## config.mk

```make
export PLATFORM = sky130hd
export DESIGN_NAME = tm_head_controller
export DESIGN_NICKNAME = d
export VERILOG_FILES = /design/src/rtl/tm_head_controller.sv
export SDC_FILE = /design/constraint.sdc
export NUM_CORES = 1
export LEC_CHECK = 0
export BUFFER_PORTS_ARGS = -buffer_cell sky130_fd_sc_hd__buf_2
export CORE_MARGIN = 2
export CORE_UTILIZATION = 36
export DETAILED_ROUTE_END_ITERATION = 8
export HOLD_SLACK_MARGIN = 0.12
export SLEW_MARGIN = 20
export SYNTH_ARGS = -nofsm -noshare
export SYNTH_HDL_FRONTEND = slang
export SYNTH_SLANG_ARGS = --single-unit
```

## constraint.sdc

```tcl
create_clock -name clk -period 2.7 [get_ports clk]
set_clock_uncertainty 0.15 [all_clocks]
set_input_delay 0.135 -clock clk [delete_from_list [all_inputs] [get_ports clk]]
set_output_delay 0.135 -clock clk [all_outputs]
set_load 0.01 [all_outputs]
```

## src/rtl/tm_head_controller.sv

```systemverilog
// tm_head_controller: drives an 8-cell 2-bit tape as a Turing-machine head,
// one READ/EVAL/WRITE step per transition until halt, tape-edge fault or timeout.
module tm_head_controller #(
  parameter int STATE_W = 4,
  parameter logic [STATE_W-1:0] HALT_STATE = 4'hF,
  parameter logic [2:0] START_HEAD = 3'b000,
  parameter logic [7:0] MAX_STEPS = 8'd255
) (
  input  logic               clk,
  input  logic               reset,
  input  logic               start,
  input  logic [1:0]         tape_out,
  input  logic [1:0]         rule_write,
  input  logic [1:0]         rule_move,
  input  logic [STATE_W-1:0] rule_next,
  output logic               tape_mode,
  output logic [2:0]         tape_head,
  output logic [1:0]         tape_in,
  output logic [STATE_W-1:0] rule_state,
  output logic [1:0]         rule_sym,
  output logic               busy,
  output logic               done,
  output logic               fault,
  output logic [7:0]         steps
);
  typedef enum logic [2:0] {IDLE, READ, EVAL, WRITE, DONE} st_t;
  st_t st, nxt;
  logic [STATE_W-1:0] state_q, nx_q;
  logic [2:0] head_q, head_nx;
  logic [7:0] steps_q;
  logic [1:0] wr_q, mv_q;
  logic fault_q, edge_f, halt_f, last_f;
  always_comb begin
    nxt = st;
    edge_f = (mv_q == 2'b01 && head_q == 3'd7) || (mv_q == 2'b10 && head_q == 3'd0);
    halt_f = nx_q == HALT_STATE;
    last_f = steps_q + 8'd1 == MAX_STEPS;
    head_nx = edge_f ? head_q : mv_q == 2'b01 ? head_q + 3'd1 : mv_q == 2'b10 ? head_q - 3'd1 : head_q;
    case (st)
      IDLE, DONE: nxt = start ? READ : st;
      READ:       nxt = EVAL;
      EVAL:       nxt = WRITE;
      WRITE:      nxt = (halt_f || edge_f || last_f) ? DONE : READ;
      default:    nxt = IDLE;
    endcase
  end
  always_ff @(posedge clk or posedge reset) begin
    if (reset) begin
      st <= IDLE;
      state_q <= '0;
      nx_q <= '0;
      head_q <= START_HEAD;
      steps_q <= '0;
      wr_q <= '0;
      mv_q <= '0;
      fault_q <= 1'b0;
    end else begin
      st <= nxt;
      if ((st == IDLE || st == DONE) && start) begin
        state_q <= '0;
        head_q <= START_HEAD;
        steps_q <= '0;
        fault_q <= 1'b0;
      end
      if (st == EVAL) begin
        wr_q <= rule_write;
        mv_q <= rule_move;
        nx_q <= rule_next;
      end
      if (st == WRITE) begin
        state_q <= nx_q;
        steps_q <= steps_q + 8'd1;
        head_q <= head_nx;
        fault_q <= !halt_f && (edge_f || last_f);
      end
    end
  end
  assign tape_mode = st == WRITE;
  assign tape_head = head_q;
  assign tape_in = st == WRITE ? wr_q : 2'b00;
  assign rule_state = state_q;
  assign rule_sym = tape_out;
  assign busy = st == READ || st == EVAL || st == WRITE;
  assign done = st == DONE;
  assign fault = fault_q;
  assign steps = steps_q;
endmodule

```

* Word-level counts from Yosys, hierarchy flattened
Cells that the tools add are included.
** Cells by class
- Add/sub/neg operators :: 3
- Eq/ne operators :: 12
- Muxes and demuxes :: 15
- Reduce and logical (&&, ||, !) cells :: 17
** Operators with widths (number)
- 2-to-1 mux 3 bit :: 7
- 2-to-1 mux 8 bit :: 2
- one-hot mux 3 bit (4 select lines) :: 1
- adder 8 x 1 -> 8 bit, second input constant :: 1
- equality test 8 bit, second input constant :: 1
- 2-to-1 mux 4 bit :: 2
- logical OR 1 bit :: 7
- equality test 3 x 2 -> 1 bit, second input constant :: 2
- equality test 3 bit, second input constant :: 2
- zero test 3 bit :: 2
- equality test 4 bit, second input constant :: 1
- logical AND 1 bit :: 4
- != test 2 bit, second input constant :: 2
- adder 3 x 1 -> 3 bit, second input constant :: 1
- equality test 3 x 1 -> 1 bit, second input constant :: 1
- != test 3 x 1 -> 1 bit, second input constant :: 1
- AND reduction 3 bit :: 1
- subtractor 3 x 1 -> 3 bit, second input constant :: 1
- equality test 2 x 1 -> 1 bit, second input constant :: 1
- equality test 2 bit, second input constant :: 1
- 2-to-1 mux 1 bit :: 2
- 2-to-1 mux 2 bit :: 1
- nonzero test 2 bit :: 1
- OR reduction 2 bit :: 1
- zero test 1 bit :: 1
** Storage, ports and cells
- Bits in registers :: 27
- Bits of input ports :: 13
- Output and inout port bits :: 23
- Word-level logic and storage cells :: 55

* Longest topological paths before layout
Gate-level depths: netlist of run 1.
- Depth after elaboration :: 7
- Depth in mapped cells :: 7
- Depth with buffers taken out :: 6

* Worst setup path after synthesis of run 1
OpenSTA, ideal clock, no wires.
- Path kind :: reg2reg
- Start point :: register mv_q[0]
- End point :: register head_q[2], in the netlist tape_head[2]
- Library setup time :: 126 ps
- Arrival time :: 1641 ps
- Required time :: 2424 ps
- Setup slack :: 783 ps
- Cell stages (with the launch flop) :: 7
- Path buffers :: 0
- Period minus slack after synthesis :: 1917 ps
- Path through :: dfrtp_1 > nand2b_1 > inv_2 > fa_1 > xnor2_1 > and4bb_1 > a311o_1
** Between the ends
- Longest elaborated chain between the ends :: 5
** RTL lines
- start: declaration :: line 31 : logic [1:0] wr_q, mv_q;
- start signal: assignment :: line 67 : mv_q <= rule_move;
- equality test 2 x 1 -> 1 bit or equality test 2 bit (tied branches) :: line 35, 38
- logical AND 1 bit :: line 35 : edge_f = (mv_q == 2'b01 && head_q == 3'd7) || (mv_q == 2'b10 && head_q == 3'd0);
- logical OR 1 bit :: line 35
- != test 2 bit (no source line)
- AND reduction 3 bit (no source line)
- end signal: assignment :: line 73 : head_q <= head_nx;
- end: declaration :: line 29 : logic [2:0] head_q, head_nx;
Parallel ways exist; a longest one is shown, timed or not. The select of a mux whose other input is x is not followed.
A chain may end at the register's enable or synchronous reset.

* Worst setup path after layout of run 1
- Start point :: register st[0]
- End point :: register steps_q[3], in the netlist steps[3]
** Between the ends
- Longest elaborated chain between the ends :: 4
** RTL lines
- start: declaration :: line 27 : st_t st, nxt;
- start signal: assignment :: line 58 : st <= nxt;
- equality test 3 bit or zero test 3 bit (tied branches) :: line 59 : if ((st == IDLE || st == DONE) && start) begin
- logical OR 1 bit :: line 59
- logical AND 1 bit :: line 59
- nonzero test 2 bit (no source line)
- end signal: assignment :: line 72 : steps_q <= steps_q + 8'd1;
- end: declaration :: line 30 : logic [7:0] steps_q;
Parallel ways exist; a longest one is shown, timed or not.

==> impl_metrics.env, run 1 <==
export IMPL_pre_cts_ws_ps=605
export IMPL_grt_total_usage_pct=16.2
export IMPL_worstSetupPathType="reg2reg"
export IMPL_grt_first_pass_wirelength_mm=5.46
export IMPL_setup_reg_to_reg_worst_slack_ps=560
export IMPL_cts_buffers=3
export IMPL_synth_top_cell_area_share_pct=47.5
export IMPL_worst_setup_hold_path_clk_slew_ps=90
export IMPL_synth_most_common_cell="sky130_fd_sc_hd__dfrtp_1"
export IMPL_syn_inst=136
export IMPL_fp_coreArea_um2=3720
export IMPL_count_of_inserted_antenna_diode_cells=0
export IMPL_outcome="finished, final reports clean"
export IMPL_power_density_nw_per_um2=1050
export IMPL_ff2ff_path_depth=6
export IMPL_max_slew_margin_pct=61.7
export IMPL_drtPass1Iterations=4
export IMPL_floorplan_die_height_um=66.8
export IMPL_io_buffer_count=31
export IMPL_power_ir_vdd_worst_uv=523
export IMPL_totalWireLength_mm=3.11
export IMPL_startpoint_type="register"
export IMPL_cap_violations=0
export IMPL_layout_nets=190
export IMPL_remaining_drc_errors=0
export IMPL_layout_min_cycle_time_ps=2140
export IMPL_min_to="rule_sym[0]"
export IMPL_hold_class="in2out"
export IMPL_synth_yosys_seq_area_share_pct=47.5
export IMPL_hold_viol_final=0
export IMPL_synthToLayoutAreaGrowth_pct=22.4
export IMPL_total_switching_power_uw=740
export IMPL_tritoncts_num_sinks=27
export IMPL_detail_route_iter0_violations=26
export IMPL_globalRoute_totalOverflow=0
export IMPL_placed_cells=207
export IMPL_data_arrival_at_the_endpoint_of_the_critical_path_ps=2170
export IMPL_first_global_vias=1172
export IMPL_cts_resized_gates=0
export IMPL_initial_utilization_pct=38.2
export IMPL_switching_share_pct=40.7
export IMPL_p_comb_share_pct=47.9
export IMPL_route_detailed_wl_per_inst_um=14.0
export IMPL_finalCritPeriodShare_pct=79.3
export IMPL_timing_hold_worst_path_depth=0
export IMPL_synth_area_um2=1420
export IMPL_cts_root_buf="sky130_fd_sc_hd__clkbuf_8"
export IMPL_number_of_max_slew_violations_in_the_final_report=0
export IMPL_ant_nets=0
export IMPL_static_power_due_to_leakage_nw=0.818
export IMPL_ys_dominant_reg_cell="sky130_fd_sc_hd__dfrtp_1"
export IMPL_tightest_slew_ps=573
export IMPL_vias=1150
export IMPL_syn_num_nets=152
export IMPL_std_cell_rows=22
export IMPL_worst_r2r_startpoint="st[0]$_DFFE_PP0P_"
export IMPL_synth_largest_area_cell="sky130_fd_sc_hd__dfrtp_1"
export IMPL_viasPerCell=5.20
export IMPL_place_congestion=0.800
export IMPL_post_route_worst_setup_slack_ps=560
export IMPL_number_of_distinct_standard_cells_referenced_by_the_synthesized_netlist=44
export IMPL_setup_tns_final_ps=0
export IMPL_edff_count_synth=0
export IMPL_clkLatencyLatePin_ps=260
export IMPL_ys_ff_latch=27
export IMPL_share_seq_of_total_power_pct=39.7
export IMPL_pwr_share_clk_pct=12.4
export IMPL_largest_fanout_on_the_critical_path=15
export IMPL_r2r_end="steps[3]$_DFFE_PP0P_"
export IMPL_fmaxAchievable_mhz=467
export IMPL_design_die_area_um2=4470
export IMPL_pin_count_of_the_biggest_net_entering_global_routing=28
export IMPL_grt_setup_unrepaired="false"
export IMPL_floorplan_die_width_um=66.8
export IMPL_drive_gt1_share_pct=30.1
export IMPL_synthesis_area_per_instance_um2=10.5
export IMPL_intPower_mw=1.08
export IMPL_i_o_pins=36
export IMPL_ctsHoldBuffers=10
export IMPL_antenna_found_initial=0
export IMPL_synth_warning_count=0
export IMPL_cp_required_ps=2730
export IMPL_final_cells=221
export IMPL_worstSetupEndpointType="register"
export IMPL_netlist_top_cells_count="sky130_fd_sc_hd__dfrtp_1 (27), sky130_fd_sc_hd__nand2_1 (10), sky130_fd_sc_hd__nor2_1 (9)"
export IMPL_clk_path_buf_depth=2
export IMPL_ys_top_cells_by_area="sky130_fd_sc_hd__dfrtp_1 (48%), sky130_fd_sc_hd__mux2_2 (6.3%), sky130_fd_sc_hd__o21ai_0 (2.8%), sky130_fd_sc_hd__nand2_1 (2.6%), sky130_fd_sc_hd__a22o_1 (2.5%)"
export IMPL_ys_async_sr_fraction_pct=100
export IMPL_clock_tree_from_tritoncts="yes"
export IMPL_report_final_setup_viol=0
export IMPL_hp_start="tape_out[0]"
export IMPL_cts_max_level=1
export IMPL_postCtsSetupBuffers=0
export IMPL_dp_hpwl_mm=2.21
-- layer usage --
| metal | wire (um) | GRT usage, % | up-vias | share of wire (%) |
|---|---|---|---|---|
| met5 | 0 | 0 | - | 0 |
| met4 | 15 | 3.83 | 0 | 0.48 |
| met3 | 114 | 2.20 | 2 | 3.7 |
| met2 | 1550 | 27.8 | 26 | 50 |
| met1 | 1420 | 21.7 | 562 | 46 |
| li1 | - | - | 560 | - |
-- how the worst max path moves through the flow --
stage | startpoint | to | cells past startpoint
3_5_place_dp | st[0]$_DFFE_PP0P_ | steps[3]$_DFFE_PP0P_ | 6
4_1_cts | st[0]$_DFFE_PP0P_ | steps[3]$_DFFE_PP0P_ | 6
3_3_place_gp | st[0]$_DFFE_PP0P_ | steps[3]$_DFFE_PP0P_ | 6
5_1_grt | st[0]$_DFFE_PP0P_ | steps[3]$_DFFE_PP0P_ | 6
6_report | st[0]$_DFFE_PP0P_ | steps[3]$_DFFE_PP0P_ | 6
2_1_floorplan | mv_q[0]$_DFFE_PP0P_ | tape_head[2]$_DFFE_PP0P_ | 6
-- area by class of cell --
type | instances | area [um^2]
repair buffers | 42 | 263
multi-input cells | 94 | 674
clock buffers | 4 | 45.0
well taps | 48 | 60.1
inverters | 6 | 22.5
flip-flops and latches | 27 | 676
fillers | 351 | 1980
-- state kept, by name, indices dropped and copies added, names as in the netlist --
signal	cells
nx_q	4
st	3
steps	8
fault	1
wr_q	2
mv_q	2
tape_head	3
rule_state	4
-- cell families after synthesis --
kind of cell,after synthesis,share of synthesized area [%]
simple gates,43,17.5
compound gates,35,17.2
flops,27,47.5
buf+inv,15,5.02
mux,10,7.75
xor+xnor,3,1.85
fa+ha+maj,3,3.17
-- stage by stage --
step	utilization (%)	power, mW	hold WS [ps]	area (um^2)
4_1_cts	46.8	1.84	120	1740
6_report	46.8	1.82	120	1740
2_1_floorplan	-	1.34	37.7	1420
3_3_place_gp	42.9	1.54	120	1600
5_1_grt	46.8	1.98	120	1740
3_5_place_dp	42.9	1.59	120	1600
-- cells in the final DEF (no fill, tap or decap), types with 4 or more instances in the layout --
cell                            instances
sky130_fd_sc_hd__mux2_2                 8
sky130_fd_sc_hd__dfrtp_1               27
sky130_fd_sc_hd__o21ai_0                8
sky130_fd_sc_hd__dlygate4sd3_1         10
sky130_fd_sc_hd__buf_2                 31
sky130_fd_sc_hd__nor2_1                 9
sky130_fd_sc_hd__a22o_1                 4
sky130_fd_sc_hd__nand2_1               10
sky130_fd_sc_hd__a21oi_1                5
-- power by group through the flow --
stage | registers, mW | clock network, mW | logic [mW]
global route | 0.756 | 0.254 | 0.972
floorplan | 0.713 | 0 | 0.627
detailed placement | 0.729 | 0 | 0.863
finish | 0.723 | 0.225 | 0.871
global placement | 0.714 | 0 | 0.827
CTS | 0.722 | 0.234 | 0.879
-- critical path, cell delays in order (launching register included) --
cell and delay (ps):
sky130_fd_sc_hd__dfrtp_1 470, sky130_fd_sc_hd__nand3b_2 330, sky130_fd_sc_hd__inv_2 190, sky130_fd_sc_hd__a21oi_1 460, sky130_fd_sc_hd__buf_4 260, sky130_fd_sc_hd__o21ai_0 100, sky130_fd_sc_hd__o21ai_0 110
No activity file was read; power rests on OpenSTA's default activity.
==> run 2, diff against run 1 <==
--- a/config.mk
+++ b/config.mk
@@ -5,6 +5,7 @@
 export SDC_FILE = /design/constraint.sdc
 export NUM_CORES = 1
 export LEC_CHECK = 0
+export ABC_AREA = 1
 export BUFFER_PORTS_ARGS = -buffer_cell sky130_fd_sc_hd__buf_2
 export CORE_MARGIN = 2
 export CORE_UTILIZATION = 36
==> constraint.sdc (replaced) <==
create_clock -name clk -period 2 [get_ports clk]
set_clock_uncertainty 0.15 [all_clocks]
set_input_delay 0.1 -clock clk [delete_from_list [all_inputs] [get_ports clk]]
set_output_delay 0.1 -clock clk [all_outputs]
set_load 0.01 [all_outputs]
==> impl_metrics.env, run 2 <==
export IMPL_number_of_max_slew_violations_in_the_final_report=0
export IMPL_setup_tns_final_ps=0
export IMPL_globalRoute_totalOverflow=0
export IMPL_dp_hpwl_mm=2.02
export IMPL_synth_warning_count=0
export IMPL_syn_inst=169
export IMPL_most_common_layout_cells="sky130_fd_sc_hd__nand2_1 (34), sky130_fd_sc_hd__buf_2 (31), sky130_fd_sc_hd__dfrtp_1 (27)"
export IMPL_netlist_top_cells_count="sky130_fd_sc_hd__nand2_1 (34), sky130_fd_sc_hd__dfrtp_1 (27), sky130_fd_sc_hd__inv_1 (26)"
export IMPL_detail_route_iter0_violations=44
export IMPL_startpoint_type="register"
export IMPL_remaining_drc_errors=0
export IMPL_ys_async_sr_fraction_pct=100
export IMPL_fin_hold_ws_ps=275
export IMPL_layout_nets=234
export IMPL_drtPass1Iterations=4
export IMPL_hold_viol_final=0
export IMPL_ys_top_cells_by_area="sky130_fd_sc_hd__dfrtp_1 (49%), sky130_fd_sc_hd__nand2_1 (9.2%), sky130_fd_sc_hd__inv_1 (7.0%), sky130_fd_sc_hd__nand3_1 (6.5%), sky130_fd_sc_hd__nor2_1 (5.1%)"
export IMPL_grt_setup_unrepaired="false"
export IMPL_ant_nets=0
export IMPL_power_ir_vdd_worst_uv=745
export IMPL_worstSetupEndpointType="register"
export IMPL_worstSetupPathType="reg2reg"
export IMPL_edff_count_synth=0
export IMPL_worst_r2r_startpoint="st[0]$_DFFE_PP0P_"
export IMPL_viasPerCell=4.64
export IMPL_fmaxAchievable_mhz=602
export IMPL_antenna_found_initial=0
export IMPL_i_o_pins=36
export IMPL_largest_fanout_on_the_critical_path=7
export IMPL_count_of_inserted_antenna_diode_cells=0
export IMPL_synth_area_um2=1390
export IMPL_synth_most_common_cell="sky130_fd_sc_hd__nand2_1"
export IMPL_synth_yosys_seq_area_share_pct=48.6
export IMPL_io_buffer_count=31
export IMPL_grt_total_usage_pct=14.2
export IMPL_grt_first_pass_wirelength_mm=4.86
export IMPL_tightest_slew_ps=336
export IMPL_post_route_worst_setup_slack_ps=340
export IMPL_ctsHoldBuffers=12
export IMPL_max_slew_margin_pct=77.6
export IMPL_totalWireLength_mm=2.80
export IMPL_clock_tree_from_tritoncts="yes"
export IMPL_place_congestion=0.790
export IMPL_initial_utilization_pct=37.7
export IMPL_cts_buffers=3
export IMPL_number_of_distinct_standard_cells_referenced_by_the_synthesized_netlist=27
export IMPL_power_density_nw_per_um2=1400
export IMPL_startpoint="st[0]$_DFFE_PP0P_"
export IMPL_data_arrival_at_the_endpoint_of_the_critical_path_ps=1660
export IMPL_finalCritPeriodShare_pct=83.0
export IMPL_hold_class="in2async"
export IMPL_placed_cells=249
export IMPL_cts_max_level=1
export IMPL_layout_commonest_cell="sky130_fd_sc_hd__nand2_1"
export IMPL_design_die_area_um2=4370
export IMPL_syn_num_nets=185
export IMPL_ys_ff_latch=27
export IMPL_pin_count_of_the_biggest_net_entering_global_routing=28
export IMPL_cp_required_ps=2000
export IMPL_clkLatencyLatePin_ps=270
export IMPL_final_cells=265
export IMPL_tritoncts_num_sinks=27
export IMPL_std_cell_rows=22
export IMPL_synthesis_area_per_instance_um2=8.23
export IMPL_ys_dominant_reg_cell="sky130_fd_sc_hd__dfrtp_1"
export IMPL_outcome="finished, final reports clean"
export IMPL_synth_largest_area_cell="sky130_fd_sc_hd__dfrtp_1"
export IMPL_vias=1230
export IMPL_postCtsSetupBuffers=0
export IMPL_first_global_vias=1121
export IMPL_synth_top_cell_area_share_pct=48.6
export IMPL_clk_path_buf_depth=2
export IMPL_fp_coreArea_um2=3690
export IMPL_cap_violations=0
export IMPL_synthToLayoutAreaGrowth_pct=27.8
export IMPL_static_power_due_to_leakage_nw=0.919
export IMPL_largest_reg_flops=8
export IMPL_cts_root_buf="sky130_fd_sc_hd__clkbuf_8"
export IMPL_pre_cts_ws_ps=337
export IMPL_worst_setup_hold_path_clk_slew_ps=90
export IMPL_layout_min_cycle_time_ps=1660
export IMPL_floorplan_die_width_um=66.1
export IMPL_drive_gt1_share_pct=22.1
export IMPL_floorplan_die_height_um=66.1
export IMPL_cts_resized_gates=0
export IMPL_route_detailed_wl_per_inst_um=10.6
export IMPL_report_final_setup_viol=0
## run 2: cell types whose count changed in the layout (fill, tap and decap cells not counted), moves of 4 or more
cell,change
sky130_fd_sc_hd__nand2_1,+24
sky130_fd_sc_hd__inv_1,+23
sky130_fd_sc_hd__nand3_1,+15
sky130_fd_sc_hd__nor2_1,+10
sky130_fd_sc_hd__mux2_2,-6
sky130_fd_sc_hd__a22o_1,-4
sky130_fd_sc_hd__buf_4,+4
## run 2: final cells by class
cell class	instances	area, um^2
clock buffers	4	45.0
fillers	375	1910
inverters	29	111
multi-input cells	109	572
flip-flops and latches	27	676
well taps	48	60.1
repair buffers	48	313
## run 2: through the flow
stage | utilization [%] | total power [mW] | area, um^2
finish | 48.2 | 2.49 | 1780
global route | 48.2 | 2.76 | 1780
CTS | 48.2 | 2.53 | 1780
detailed placement | 43.7 | 2.20 | 1610
global placement | 43.7 | 2.19 | 1610
floorplan | - | 1.81 | 1390
## run 2: where the power goes
part	switching (mW)	internal, mW
sequential	0.189	0.785
clock	0.161	0.143
combinational	0.729	0.487
## run 2: cell families after synthesis
group                      after synthesis  synth area share (%)
muxes                                    2                  1.62
DFF                                     27                  48.6
and+or+nand+nor                         79                  25.7
buffers and inverters                   33                  10.3
xor gates and xnor gates                 2                  1.26
adders and majority gates                3                  3.24
AOI/OAI and AO/OA                       23                  9.27
## run 2: final timing paths
check	slack [ps]	cells after the start	endpoint
worst max-delay path	340	6	steps[5]$_DFFE_PP0P_
worst min-delay path	280	4	steps[3]$_DFFE_PP0P_
worst max register to register	340	6	steps[5]$_DFFE_PP0P_
worst min register to register	370	2	rule_state[0]$_DFFE_PP0P_
max in group asynchronous	1170	4	st[1]$_DFFE_PP0P_
min in group clk	370	2	rule_state[0]$_DFFE_PP0P_
## run 2: worst max-delay path, cell delays in order (launching register included)
cell	delay, ps
sky130_fd_sc_hd__dfrtp_1	430
sky130_fd_sc_hd__nor2_1	150
sky130_fd_sc_hd__inv_1	60
sky130_fd_sc_hd__nor2_1	150
sky130_fd_sc_hd__clkinv_1	200
sky130_fd_sc_hd__nand2_1	280
sky130_fd_sc_hd__o22ai_1	110
## run 2: metal layers
| layer | wire length (um) | share of wire [%] | vias up | track usage (%) |
|---|---|---|---|---|
| met5 | 0 | 0 | - | 0 |
| met4 | 10 | 0.36 | 0 | 1.53 |
| met3 | 131 | 4.7 | 2 | 4.43 |
| met2 | 1370 | 49 | 30 | 25.0 |
| met1 | 1290 | 46 | 565 | 17.6 |
| li1 | - | - | 633 | - |
